--- src/rtl/button_conditioner.sv ---
// button_conditioner: turns the two raw, bouncing push-buttons into clean
// one-cycle left/right request pulses for the tail-light sequencer.
// Each channel: 2-flop synchronizer -> debounce counter/stable value ->
// press-edge detect. A single arbiter gates requests against busy.
// Optional build macro BTN_HOLD_REQUEST_EN: a press arriving while busy is
// held in a one-entry pending register instead of being dropped.
module button_conditioner #(
  parameter int DEBOUNCE_CYCLES = 4,
  parameter int CNT_W           = 16
) (
  input  logic clk,
  input  logic reset,
  input  logic btn_left_raw,
  input  logic btn_right_raw,
  input  logic busy,
  output logic left,
  output logic right,
  output logic drop
);

  // Terminal debounce count; reaching it always flips the stable value.
  localparam logic [CNT_W-1:0] CNT_LAST = CNT_W'(DEBOUNCE_CYCLES - 1);

  // Channel index 0 is left, 1 is right.
  logic [1:0]       raw;
  logic [1:0]       s1;
  logic [1:0]       s2;
  logic [1:0]       stb;
  logic [1:0]       stb_d;
  logic [CNT_W-1:0] cnt [2];
  logic [1:0]       ev;

  logic left_nxt;
  logic right_nxt;
  logic drop_nxt;

  assign raw = {btn_right_raw, btn_left_raw};

  // Two-flop synchronizer on both raw buttons.
  always_ff @(posedge clk or negedge reset) begin
    if (!reset) begin
      s1 <= '0;
      s2 <= '0;
    end else begin
      s1 <= raw;
      s2 <= s1;
    end
  end

  // Debounce: stb follows s2 only after it has differed for DEBOUNCE_CYCLES edges.
  always_ff @(posedge clk or negedge reset) begin
    if (!reset) begin
      stb <= '0;
      for (int i = 0; i < 2; i++) cnt[i] <= '0;
    end else begin
      for (int i = 0; i < 2; i++) begin
        if (s2[i] == stb[i]) begin
          cnt[i] <= '0;
        end else if (cnt[i] == CNT_LAST) begin
          stb[i] <= s2[i];
          cnt[i] <= '0;
        end else begin
          cnt[i] <= cnt[i] + 1'b1;
        end
      end
    end
  end

  // Previous stable value, used to see the 0->1 press edge for one cycle.
  always_ff @(posedge clk or negedge reset) begin
    if (!reset) begin
      stb_d <= '0;
    end else begin
      stb_d <= stb;
    end
  end

  // Press edge only; releases are debounced but produce no event.
  assign ev = stb & ~stb_d;

`ifdef BTN_HOLD_REQUEST_EN

  logic pend_vld;
  logic pend_dir;   // 0 = left, 1 = right
  logic busy_q;
  logic pend_vld_nxt;
  logic pend_dir_nxt;

  // Pending-request state and the busy value seen at the previous edge.
  always_ff @(posedge clk or negedge reset) begin
    if (!reset) begin
      pend_vld <= 1'b0;
      pend_dir <= 1'b0;
      busy_q   <= 1'b0;
    end else begin
      pend_vld <= pend_vld_nxt;
      pend_dir <= pend_dir_nxt;
      busy_q   <= busy;
    end
  end

  // Arbitration: a held request goes out on the edge after busy was sampled
  // low; while it is held, any further press is discarded (first one wins).
  always_comb begin
    left_nxt     = 1'b0;
    right_nxt    = 1'b0;
    drop_nxt     = 1'b0;
    pend_vld_nxt = pend_vld;
    pend_dir_nxt = pend_dir;
    if (pend_vld && !busy_q) begin
      left_nxt     = ~pend_dir;
      right_nxt    = pend_dir;
      pend_vld_nxt = 1'b0;
    end
    if (ev[0] && ev[1]) begin
      drop_nxt = 1'b1;
    end else if (ev[0] || ev[1]) begin
      if (pend_vld) begin
        drop_nxt = 1'b1;
      end else if (busy) begin
        pend_vld_nxt = 1'b1;
        pend_dir_nxt = ev[1];
      end else begin
        left_nxt  = ev[0];
        right_nxt = ev[1];
      end
    end
  end

`else

  // Arbitration: simultaneous presses or a press while busy are discarded.
  always_comb begin
    left_nxt  = ev[0] & ~ev[1] & ~busy;
    right_nxt = ev[1] & ~ev[0] & ~busy;
    drop_nxt  = (ev[0] & ev[1]) | ((ev[0] ^ ev[1]) & busy);
  end

`endif

  // Registered request and drop pulses.
  always_ff @(posedge clk or negedge reset) begin
    if (!reset) begin
      left  <= 1'b0;
      right <= 1'b0;
      drop  <= 1'b0;
    end else begin
      left  <= left_nxt;
      right <= right_nxt;
      drop  <= drop_nxt;
    end
  end

endmodule
--- config.mk ---
export PLATFORM = sky130hd
export DESIGN_NAME = button_conditioner
export DESIGN_NICKNAME = d
export VERILOG_FILES = /design/src/rtl/button_conditioner.sv
export SDC_FILE = /design/constraint.sdc
export NUM_CORES = 1
export LEC_CHECK = 0
export ABC_AREA = 1
export CORE_AREA = 2 2 69 71
export DETAILED_ROUTE_END_ITERATION = 7
export DIE_AREA = 0 0 71 73
export HOLD_SLACK_MARGIN = 0.05
export PLACE_DENSITY = 0.66
export SLEW_MARGIN = 10
export SYNTH_ARGS = -nofsm -noshare
export SYNTH_HDL_FRONTEND = slang
export SYNTH_SLANG_ARGS = --single-unit
--- constraint.sdc ---
create_clock -name clk -period 1.3 [get_ports clk]
set_input_delay 0.13 -clock clk [delete_from_list [all_inputs] [get_ports clk]]
set_output_delay 0.13 -clock clk [all_outputs]
set_load 0.01 [all_outputs]
# Yosys cells after proc, flatten, opt, wreduce, memory -nomap -nowiden
# Index checks and enable logic that the tools add are counted.
# word_totals
inputBits	5
reg_bits	43
# classes
n_bitwise	15
mux	4
n_eq_ne	4
n_addsub	2
reduce_logical	2
# op_table
op	n
$mux 16	4
$add 16x1->16 const B	2
$eq 16x2->1 const B	2
$and 1x1->1	6
$not 1->1	5
$reduce_and 2->1	2
$and 2x2->2	1
$eq 1x1->1	2
$not 2->2	1
$or 1x1->1	1
$xor 1x1->1	1

# Longest topological paths before layout
# Gate-level depths: netlist of run 1.
# logic_depth
ltp_word	5
ltp_mapped	8
depth_no_buf	8

# Least setup slack after synthesis of run 1
# No wires, ideal clock.
# synth_timing
path_type	reg2reg
from	register cnt[16] (netlist bit)
to	register cnt[24] (netlist bit)
setup_ps	118
slack_ps	97
t_required_ps	1182
t_arrival_ps	1084
path_buffers	0
path_stages_with_launch	7
synth_period_minus_slack_ps	1203
path_cell_list	dfrtp_1 > ha_1 > nand3_1 > inv_1 > nand2_1 > xor2_1 > nor2_1
# synth_via
elab_chain_len	3
# synth_rtl
item	line	source
from (decl)	30	logic [CNT_W-1:0] cnt [2];
from (signal, indexed assignment)	63	cnt[i] <= cnt[i] + 1'b1;
$add 16x1->16 or $eq 16x2->1 (tied branches)	63, 59	
$mux 16 (*)	59	end else if (cnt[i] == CNT_LAST) begin
$mux 16 (*)	57	if (s2[i] == stb[i]) begin
# Every way passes the cells marked *; elsewhere a longest branch is shown, timed or not.
# A chain may end at the register's enable or synchronous reset.

# Final worst setup path of run 1
# layout_timing
from	register cnt[16] (netlist bit)
to	register cnt[21] (netlist bit)
# The elaborated chain is that of the path after synthesis.

==> key figures, run 1 <==
Synth
  – Sequential fraction of the synthesis area: 0.483
  – Syn nets: 293
  – XOR/XNOR share of the synthesized area: 0.0393
  – Post-synthesis simple-gate area fraction: 0.337
  – Synth cell types: 23
  – Avg Synthesized Cell Area: 7.87 um^2
  – Synth Instances: 283
  – Adder-cell share of the synthesized area: 0.0281
  – Post-Synthesis Cell Area: 2230 um^2
  – Synth Area in Compound Gates: 0.0360
  – Post-synthesis sequential element count: 43
  – Ys Warns: 0
  – Main combinational cell family by area after synthesis: simple AND/OR/NAND/NOR gates
  – Multiplexer share of the synthesized area: 0

Power and ir drop
  – Net Sw Power: 1.09 mW
  – Internal power: 2.39 mW
  – Sw frac: 0.312
  – Sequential share of power: 0.467
  – Power share of the clock group: 0.301
  – Combinational share of power: 0.233
  – Leakage power: 1.17 nW
  – Worst vdd ir: 0.830 mV
  – Pwr per Cell Area: 1330 nW/um^2

Outcome
  – Status: finished clean

Detailed routing
  – DRT Pass-1 Iters: 4
  – ANT nets after route: 0
  – Via count: 1834
  – WL per Instance: 12.4 um
  – Residual DRC: 0
  – Final WL: 4.47 mm
  – Vias per inst: 5.09
  – Iter 0 DRT Violations: 99

Timing
  – Final setup violation count: 0
  – Fin crit share: 0.946
  – Setup ws final: 0.0701 ns
  – Final Hold Viols: 0
  – Min Tclk post-route: 1.23 ns
  – Worst slew pin tran: 0.256 ns
  – FMAX: 813 MHz
  – Fin Setup TNS: 0 ns
  – Headroom to the max-slew limit: 0.829
  – Final slew viol count: 0
  – Final clock skew: 0.0106 ns
  – RSZ-0062 raised after global routing: yes

Setup path
  – CP required: 1.47 ns
  – R2r startpoint: cnt[16]$_DFF_PN0_
  – Crit path cell chain: buf_6, nand3_1, nor2_4, xor2_1, nor2_1
  – Startpoint types: flip-flop
  – Setup crit end kind: flip-flop
  – Reg-to-reg slack, setup: 0.07 ns
  – CP Max Fanout: 4
  – Critical Path Max Stage Delay: 0.42 ns
  – Arrival time of the worst setup path: 1.40 ns
  – Kind of critical path: reg2reg
  – Delay-heaviest family, CP: flip-flops
  – Reg2reg end: cnt[21]$_DFF_PN0_
  – CP max stage cell: dfrtp_1
  – Reg2reg path depth: 5
  – WP buf/inv: 1

Min path
  – Worst hold start: btn_right_raw
  – Hold Path Cell Cnt: 1
  – WHS Endpoint: s1[1]$_DFF_PN0_
  – Hold Crit Class: in2reg

Final layout
  – Share of layout cells above drive strength 1: 0.196
  – Layout area overhead: 17.8%
  – Nets: 315
  – Final Non-Filler Cells: 360
  – Final Cell Area: 2620 um^2
  – # diodes: 0
  – Fillers: 418

Die
  – Std cell rows: 25
  – Die X: 71 um
  – Initial Util: 0.491
  – Total Die Area: 5180 um^2
  – Core Area: 4540 um^2
  – I/O pins: 8
  – Die outline height: 73 um

CTS
  – Clk sinks: 43
  – CTS Buffer Depth: 2
  – Worst-Skew Late Latency: 0.30 ns
  – CTS tree: done
  – CTS Root Cell: clkbuf_8
  – Clock slew at reported path FFs: 0.09 ns
  – H-Tree Depth: 2
  – TritonCTS Buffers: 5

Placement
  – DP Cell Count: 349
  – Port-buffer cells: 7
  – DP Worst Slack: 0.00529 ns
  – Routability cong.: 0.843
  – Dpl hpwl: 3.22 mm
  – Dpl cell area: 2400 um^2

Global route
  – First-pass GRT wire length: 7.62 mm
  – GRT Total Usage: 0.189
  – Initial antenna violation count: 0
  – Vias in the first global route: 1740
  – GRT Residual Overflow: 0
  – Largest net degree at the start of global routing: 44

Flow run
  – Max_cap viols: 0
-- kinds of logic (layout without fill, tap and decap cells) --
kind of cell	after synthesis	count (layout)
and+or+nand+nor	170	170
DFF	43	43
adders and majority gates	5	5
AOI/OAI and AO/OA	14	14
xor gates and xnor gates	10	10
buffers and inverters	41	64
-- flip-flops by register name, indices dropped and copies added (netlist names) --
signal	count
s1	2
s2	2
right	1
stb_d	2
left	1
cnt	32
drop	1
stb	2
-- synthesized netlist by cell type (all sizes together) --
library cell  instances  area [um^2]
xnor2                 4         35.0
nand2                66          258
nor3b                 1         12.5
nand4                12         75.1
buf                   2         22.5
nor2                 70          285
a211oi                1         7.51
nor3                  4         25.0
xor2                  6         52.6
o21bai                3         22.5
nand3                17         95.1
a21oi                 4         20.0
ha                    5         62.6
o21ai                 6         30.0
inv                  39          146
dfrtp                43         1080
-- final cells by class --
type	instances	area, um^2	area share
flip-flops and latches	43	1080	0.413
well taps	54	67.6	0.0258
clock inverters	3	43.8	0.0167
multi-input cells	199	1050	0.401
repair buffers	17	163	0.0620
inverters	39	146	0.0558
clock buffers	5	68.8	0.0262
-- worst register-to-register path, cell delays in order, from the launching register on --
cell and delay (ns):
dfrtp_1 0.42, buf_6 0.13, nand3_1 0.16, nor2_4 0.17
xor2_1 0.17, nor2_1 0.06
-- stage by stage --
step	util	power [mW]	hold WS (ns)
after CTS	0.557	3.42	0.263
after global routing	0.578	3.71	0.265
after detailed placement	0.529	2.37	0.123
after floorplan	-	2.11	-0.166
after global placement	0.529	2.35	0.125
final	0.578	3.48	0.275
-- cells in the final DEF, fill, tap and decap left out, types with 6 or more instances in the layout --
master / count
buf_4: 7
dfrtp_1: 38
inv_1: 34
nand2_1: 55
nand2_2: 11
nand3_1: 14
nand4_1: 12
nor2_1: 56
nor2_2: 10
xor2_1: 6
-- how the worst max path moves through the flow --
stage | start | endpoint | slack, ns | cells after the start
2_1_floorplan | cnt[16]$_DFF_PN0_ | cnt[24]$_DFF_PN0_ | 0.1 | 6
3_3_place_gp | cnt[17]$_DFF_PN0_ | cnt[30]$_DFF_PN0_ | 0.04 | 6
3_5_place_dp | cnt[17]$_DFF_PN0_ | cnt[30]$_DFF_PN0_ | 0.005 | 6
4_1_cts | cnt[17]$_DFF_PN0_ | cnt[30]$_DFF_PN0_ | 0.001 | 6
5_1_grt | cnt[16]$_DFF_PN0_ | cnt[26]$_DFF_PN0_ | -0.04 | 7
6_report | cnt[16]$_DFF_PN0_ | cnt[21]$_DFF_PN0_ | 0.07 | 5
-- what timing repair did --
item | 4_1_cts | 5_1_grt
gates resized for setup | 2 | 31
setup endpoints to repair | 4 | 28
endpoints found under the hold margin | 43 | 0
pin swaps | 0 | 7
setup buffers | 0 | 2
hold buffers | 1 | 0
-- power groups by stage --
stage	Sequential (mW)	Combinational [mW]	Clock, mW
after detailed placement	1.63	0.736	0
after global routing	1.65	0.940	1.13
after global placement	1.62	0.730	0
after floorplan	1.63	0.483	0
after CTS	1.60	0.738	1.08
final	1.62	0.809	1.05
-- layer usage --
metal,GRT usage,part of all wire,vias to the layer above
li1,-,-,924
met1,0.249,0.46,864
met2,0.302,0.47,40
met3,0.0497,0.051,6
met4,0.0692,0.014,0
met5,0,0,-
Note: power is estimated with default switching activity, not from simulation.
==> inputs of run 2 (changes only) <==
--- a/config.mk
+++ b/config.mk
@@ -6,11 +6,11 @@
 export NUM_CORES = 1
 export LEC_CHECK = 0
 export ABC_AREA = 1
-export CORE_AREA = 2 2 69 71
+export CORE_AREA = 3 3 71 73
 export DETAILED_ROUTE_END_ITERATION = 7
-export DIE_AREA = 0 0 71 73
+export DIE_AREA = 0 0 74 76
 export HOLD_SLACK_MARGIN = 0.05
-export PLACE_DENSITY = 0.66
+export PLACE_DENSITY = 0.64
 export SLEW_MARGIN = 10
 export SYNTH_ARGS = -nofsm -noshare
 export SYNTH_HDL_FRONTEND = slang
==> constraint.sdc (replaced) <==
create_clock -name clk -period 1.3 [get_ports clk]
set_input_delay 0.26 -clock clk [delete_from_list [all_inputs] [get_ports clk]]
set_output_delay 0.26 -clock clk [all_outputs]
set_load 0.01 [all_outputs]
==> key figures, run 2 (synthesis results as in run 1) <==
Final layout
  – Most frequent cells in the layout: 61 x nand2_1, 57 x nor2_1, 41 x dfrtp_1, 35 x inv_1, 14 x nand3_1
  – Final Cell Area: 2560 um^2 (-2.2%)
  – Top reg by flops: cnt
  – Fillers: 404 (-3.3%)
  – Final Non-Filler Cells: 358 (-0.56%)
  – Layout area overhead: 15.2%
  – # diodes: 0 (unchanged)
  – Max reg flops: 32 (unchanged)
  – Share of layout cells above drive strength 1: 0.160 (-0.0359)
  – Nets: 316 (+0.32%)
  – Final core utilization: 0.581 (+0.00286)
  – Most common cell after layout, fill and taps aside: nand2_1

Power and ir drop
  – Leakage power: 1.14 nW (-2.5%)
  – Pwr per Cell Area: 1280 nW/um^2 (-3.9%)
  – Worst vdd ir: 0.695 mV (-16%)
  – Internal power: 2.22 mW (-7.1%)
  – Combinational share of power: 0.240 (+0.007)
  – Total power: 3.27 mW (-6.0%)
  – Net Sw Power: 1.05 mW (-3.6%)
  – Power share of the clock group: 0.269 (-0.032)
  – Sw frac: 0.320 (+0.00802)
  – Sequential share of power: 0.491 (+0.024)

Setup path
  – Most common cell on crit path: nand2_1
  – Startpoint types: flip-flop
  – Delay-heaviest family, CP: flip-flops
  – CP required: 1.49 ns (+0.02 ns)
  – Arrival time of the worst setup path: 1.41 ns (about the same)
  – CP Max Fanout: 4 (unchanged)
  – WP buf/inv: 2 (+1)
  – Setup crit end kind: flip-flop
  – Crit path cell chain: ha_2, nand3_2, inv_2, nand2_1, inv_1, nand3_1, nand2_1, nor2_1
  – Critical Path Max Stage Delay: 0.37 ns (-0.05 ns)
  – CP max stage cell: dfrtp_1
  – Kind of critical path: reg2reg

Placement
  – Dpl hpwl: 3.08 mm (-4.5%)
  – DP Cell Count: 346 (-0.86%)
  – Port-buffer cells: 7 (unchanged)
  – Dpl cell area: 2390 um^2 (-0.42%)
  – DP Worst Slack: -0.0126 ns (-0.0179 ns)
  – Routability cong.: 0.851 (+0.95%)

Timing
  – Final slew viol count: 0 (unchanged)
  – Final clock skew: 0.00851 ns (-0.00206 ns)
  – Worst slew pin tran: 0.425 ns (+0.169 ns)
  – Min Tclk post-route: 1.22 ns (-0.0106 ns)
  – FMAX: 820 MHz (+0.87%)
  – RSZ-0062 raised after global routing: yes
  – Final Hold Viols: 0 (unchanged)
  – Fin Setup TNS: 0 ns (unchanged)
  – WHS: 0.365 ns (+0.0896 ns)
  – Final setup violation count: 0 (unchanged)
  – Fin crit share: 0.938 (-0.00815)
  – Setup ws final: 0.0807 ns (+0.0106 ns)
  – Headroom to the max-slew limit: 0.716 (-0.112)

Detailed routing
  – WL per Instance: 12.1 um (-2.7%)
  – DRT Pass-1 Iters: 5 (+1)
  – Final WL: 4.32 mm (-3.2%)
  – Residual DRC: 0 (unchanged)
  – Met3 WL post-DR: 196 um (-14%)
  – ANT nets after route: 0 (unchanged)
  – Via count: 1786 (-2.6%)
  – DR WL met2: 1.82 mm (-13%)
  – Iter 0 DRT Violations: 83 (-16%)
  – Top routing layer used: met4
  – Met1 wire length: 2.22 mm (+6.9%)
  – Vias per inst: 4.99 (-2.1%)

CTS
  – CTS tree: done
  – CTS Root Cell: clkbuf_8
  – Clock slew at reported path FFs: 0.08 ns (about the same)
  – Clk sinks: 43 (unchanged)
  – TritonCTS Buffers: 5 (unchanged)
  – H-Tree Depth: 2 (unchanged)
  – CTS Buffer Depth: 2 (unchanged)
  – Worst-Skew Late Latency: 0.30 ns (about the same)

Die
  – Initial Util: 0.504 (+0.0135)
  – Std cell rows: 24 (-4.0%)
  – Die outline height: 76 um (+4.1%)
  – Die X: 74 um (+4.2%)
  – Core Area: 4410 um^2 (-2.7%)
  – I/O pins: 8 (unchanged)
  – Total Die Area: 5620 um^2 (+8.5%)

Global route
  – Initial antenna violation count: 0 (unchanged)
  – GRT Total Usage: 0.172 (-0.0172)
  – Largest net degree at the start of global routing: 44 (unchanged)
  – GRT Residual Overflow: 0 (unchanged)
  – First-pass GRT wire length: 7.53 mm (-1.2%)
  – Vias in the first global route: 1666 (-4.3%)

Outcome
  – Status: finished clean

Flow run
  – Max_cap viols: 0 (unchanged)

Min path
  – Hold Crit Class: reg2reg
[run 2: cell types whose count changed in the layout (fill, tap and decap cells not counted), moves of 2 or more]
| cell | change |
|---|---|
| buf_4 | +2 |
| dfrtp_2 | -3 |
| nand2_1 | +6 |
| dlymetal6s2s_1 | -2 |
| nand2_2 | -6 |
| dlygate4sd2_1 | +2 |
| dfrtp_1 | +3 |
[run 2: what timing repair did]
action | CTS | global route
endpoints found under the hold margin | 43 | 0
gates resized for setup | 4 | 16
setup endpoints to repair | 5 | 16
buffers inserted | 0 | 4
hold buffers | 1 | 0
pin swaps | 0 | 1
[run 2: power groups by stage]
stage,clock network [mW],logic [mW],registers [mW]
after CTS,0.907,0.754,1.59
after global placement,0,0.758,1.61
final,0.881,0.784,1.61
after floorplan,0,0.483,1.63
after detailed placement,0,0.759,1.62
after global routing,0.956,0.909,1.63
[run 2: final timing paths]
kind	from	end	slack, ns	cells past startpoint
max	cnt[1]$_DFF_PN0_	cnt[10]$_DFF_PN0_	0.08	8
min	s1[0]$_DFF_PN0_	s2[0]$_DFF_PN0_	0.36	0
min in group asynchronous	reset	cnt[6]$_DFF_PN0_	0.45	3
min reg2reg	s1[0]$_DFF_PN0_	s2[0]$_DFF_PN0_	0.36	0
max in group asynchronous	reset	cnt[2]$_DFF_PN0_	0.63	3
max reg2reg	cnt[1]$_DFF_PN0_	cnt[10]$_DFF_PN0_	0.08	8
[run 2: layout make-up]
type	count	area, um^2	share of cell area
flip-flops and latches	43	1080	0.420
multi-input cells	199	1030	0.401
repair buffers	18	159	0.0620
inverters	39	146	0.0571
clock buffers	6	82.6	0.0322
well taps	52	65.1	0.0254
clock inverters	1	5.00	0.00195
[run 2: routing by layer]
| layer | GRT usage | up-vias |
|---|---|---|
| met5 | 0 | - |
| met4 | 0.0652 | 0 |
| met3 | 0.0422 | 8 |
| met2 | 0.235 | 33 |
| met1 | 0.259 | 820 |
| li1 | - | 925 |
==> inputs of run 3 (changes only) <==
--- a/config.mk
+++ b/config.mk
@@ -6,9 +6,9 @@
 export NUM_CORES = 1
 export LEC_CHECK = 0
 export ABC_AREA = 1
-export CORE_AREA = 3 3 71 73
+export CORE_AREA = 8 8 76 78
 export DETAILED_ROUTE_END_ITERATION = 7
-export DIE_AREA = 0 0 74 76
+export DIE_AREA = 0 0 84 86
 export HOLD_SLACK_MARGIN = 0.05
 export PLACE_DENSITY = 0.64
 export SLEW_MARGIN = 10
==> key figures, run 3 (synthesis results as in run 1) <==
Outcome
  – Status: finished clean

CTS
  – Clock slew at reported path FFs: 0.08 ns (about the same)
  – CTS Buffer Depth: 2 (unchanged)
  – TritonCTS Buffers: 5 (unchanged)
  – Clk sinks: 43 (unchanged)
  – Worst-Skew Late Latency: 0.29 ns (about the same)
  – H-Tree Depth: 2 (unchanged)
  – CTS Root Cell: clkbuf_8
  – CTS tree: done

Timing
  – RSZ-0062 raised after global routing: yes
  – Final clock skew: 0.00688 ns (-0.00163 ns)
  – WHS: 0.346 ns (-0.0190 ns)
  – Fin crit share: 0.960 (+0.0219)
  – Min Tclk post-route: 1.25 ns (+0.0284 ns)
  – Worst slew pin tran: 0.410 ns (-0.0153 ns)
  – FMAX: 801 MHz (-2.3%)
  – Final Hold Viols: 0 (unchanged)
  – Final setup violation count: 0 (unchanged)
  – Final slew viol count: 0 (unchanged)
  – Headroom to the max-slew limit: 0.726 (+0.0102)
  – Setup ws final: 0.0523 ns (-0.0284 ns)

Power and ir drop
  – Worst vdd ir: 0.627 mV (-9.8%)
  – Sw frac: 0.312 (-0.00861)
  – Internal power: 2.38 mW (+7.2%)
  – Leakage power: 1.17 nW (+3.3%)
  – Power share of the clock group: 0.270 (about the same)
  – Pwr per Cell Area: 1310 nW/um^2 (+2.7%)
  – Combinational share of power: 0.256 (+0.016)
  – Net Sw Power: 1.08 mW (+3.0%)
  – Sequential share of power: 0.474 (-0.017)
  – Total power: 3.46 mW (+5.8%)

Die
  – Initial Util: 0.484 (-0.0202)
  – Die outline height: 86 um (+13%)
  – Total Die Area: 7220 um^2 (+28%)
  – Die X: 84 um (+14%)
  – Std cell rows: 25 (+4.2%)
  – Core Area: 4600 um^2 (+4.2%)
  – I/O pins: 8 (unchanged)

Setup path
  – Reg2reg end: cnt[18]$_DFF_PN0_
  – Crit path launch: cnt[18]$_DFF_PN0_
  – Arrival time of the worst setup path: 1.43 ns (+0.02 ns)
  – Crit path to: cnt[18]$_DFF_PN0_
  – R2r startpoint: cnt[18]$_DFF_PN0_
  – CP required: 1.48 ns (about the same)
  – Startpoint types: flip-flop
  – Reg-to-reg slack, setup: 0.05 ns (-0.03 ns)
  – CP Max Fanout: 5 (+1)
  – Setup crit end kind: flip-flop
  – Reg2reg path depth: 6 (-2)
  – Kind of critical path: reg2reg

Final layout
  – Max reg flops: 32 (unchanged)
  – # diodes: 0 (unchanged)
  – Top reg by flops: cnt
  – Nets: 320 (+1.3%)
  – Final core utilization: 0.575 (-0.00637)
  – Share of layout cells above drive strength 1: 0.193 (+0.0328)
  – Most frequent cells in the layout: 59 x nand2_1, 56 x nor2_1, 37 x dfrtp_1, 35 x inv_1, 15 x nand3_1
  – Final Cell Area: 2640 um^2 (+3.0%)
  – Layout area overhead: 18.7%
  – Most common cell after layout, fill and taps aside: nand2_1

Global route
  – First-pass GRT wire length: 7.81 mm (+3.7%)
  – Met3 Usage GRT: 0.0370 (-0.00525)
  – GRT Total Usage: 0.131 (-0.0409)
  – Met2 GRT Util: 0.236 (+0.000860)
  – GRT Residual Overflow: 0 (unchanged)
  – Initial antenna violation count: 0 (unchanged)
  – GR peak layer: met2
  – GR met1 Demand/Resource: 0.141 (-0.119)
  – Vias in the first global route: 1829 (+9.8%)
  – Largest net degree at the start of global routing: 44 (unchanged)

Placement
  – Dpl hpwl: 3.30 mm (+7.3%)
  – Dpl cell area: 2390 um^2 (+0.10%)
  – Routability cong.: 0.865 (+1.7%)
  – DP Worst Slack: 0.00702 ns (+0.0196 ns)
  – Port-buffer cells: 7 (unchanged)

Detailed routing
  – DRT Pass-1 Iters: 4 (-1)
  – ANT nets after route: 0 (unchanged)
  – Vias per inst: 5.03 (+0.88%)
  – Via count: 1837 (+2.9%)
  – WL per Instance: 12.5 um (+3.2%)
  – Residual DRC: 0 (unchanged)
  – Iter 0 DRT Violations: 46 (-45%)
  – Final WL: 4.55 mm (+5.2%)

Min path
  – Hold Crit Class: reg2reg

Flow run
  – Max_cap viols: 0 (unchanged)
==> run 3: worst max-delay path, cell delays in order (launching register included) <==
cell	delay (ns)
dfrtp_1	0.46
inv_1	0.14
nand4_1	0.10
nor2_1	0.13
nand2_1	0.10
nand2_1	0.13
nor2_1	0.07
==> run 3: power groups by stage <==
stage | Clock [mW] | Combinational, mW | Sequential [mW]
after floorplan | 0 | 0.483 | 1.63
after global placement | 0 | 0.749 | 1.63
after detailed placement | 0 | 0.758 | 1.64
after CTS | 0.967 | 0.753 | 1.61
after global routing | 1.01 | 1.01 | 1.66
final | 0.933 | 0.888 | 1.64
==> run 3: worst min-delay path by stage <==
stage	from	to	slack [ns]	depth (start not counted)
CTS	s1[0]$_DFF_PN0_	s2[0]$_DFF_PN0_	0.35	0
global placement	reset	cnt[23]$_DFF_PN0_	0.25	2
global route	s1[0]$_DFF_PN0_	s2[0]$_DFF_PN0_	0.36	0
finish	s1[0]$_DFF_PN0_	s2[0]$_DFF_PN0_	0.35	0
detailed placement	reset	cnt[23]$_DFF_PN0_	0.25	2
floorplan	reset	cnt[0]$_DFF_PN0_	-0.04	0
==> run 3: final cells by class <==
type / instances / area, um^2
multi-input combinational: 199 / 1050
fill: 430 / 1960
timing repair buffer: 22 / 193
inverter: 39 / 149
clock buffer: 8 / 100
sequential: 43 / 1080
tap: 54 / 67.6
==> run 3: through the flow <==
stage | setup TNS [ns] | cells
after CTS | 0 | 357
final | 0 | 365
after detailed placement | 0 | 348
after global placement | 0 | 348
after floorplan | 0 | 283
after global routing | -0.189 | 365
==> run 3: timing repair <==
item	4_1_cts	5_1_grt
gates cloned	0	0
gates resized for setup	4	27
hold buffers	1	0
setup endpoints to repair	4	23
setup buffers	0	8
hold endpoints to repair	43	0
pin swaps	0	5
==> run 3: routing by layer <==
metal  part of all wire  routed length [um]  vias to the layer above
met3              0.033                 149                       10
met2               0.51                2320                       31
met4              0.025                 115                        0
li1                   -                   -                      937
met5                  0                   0                        -
met1               0.43                1960                      859
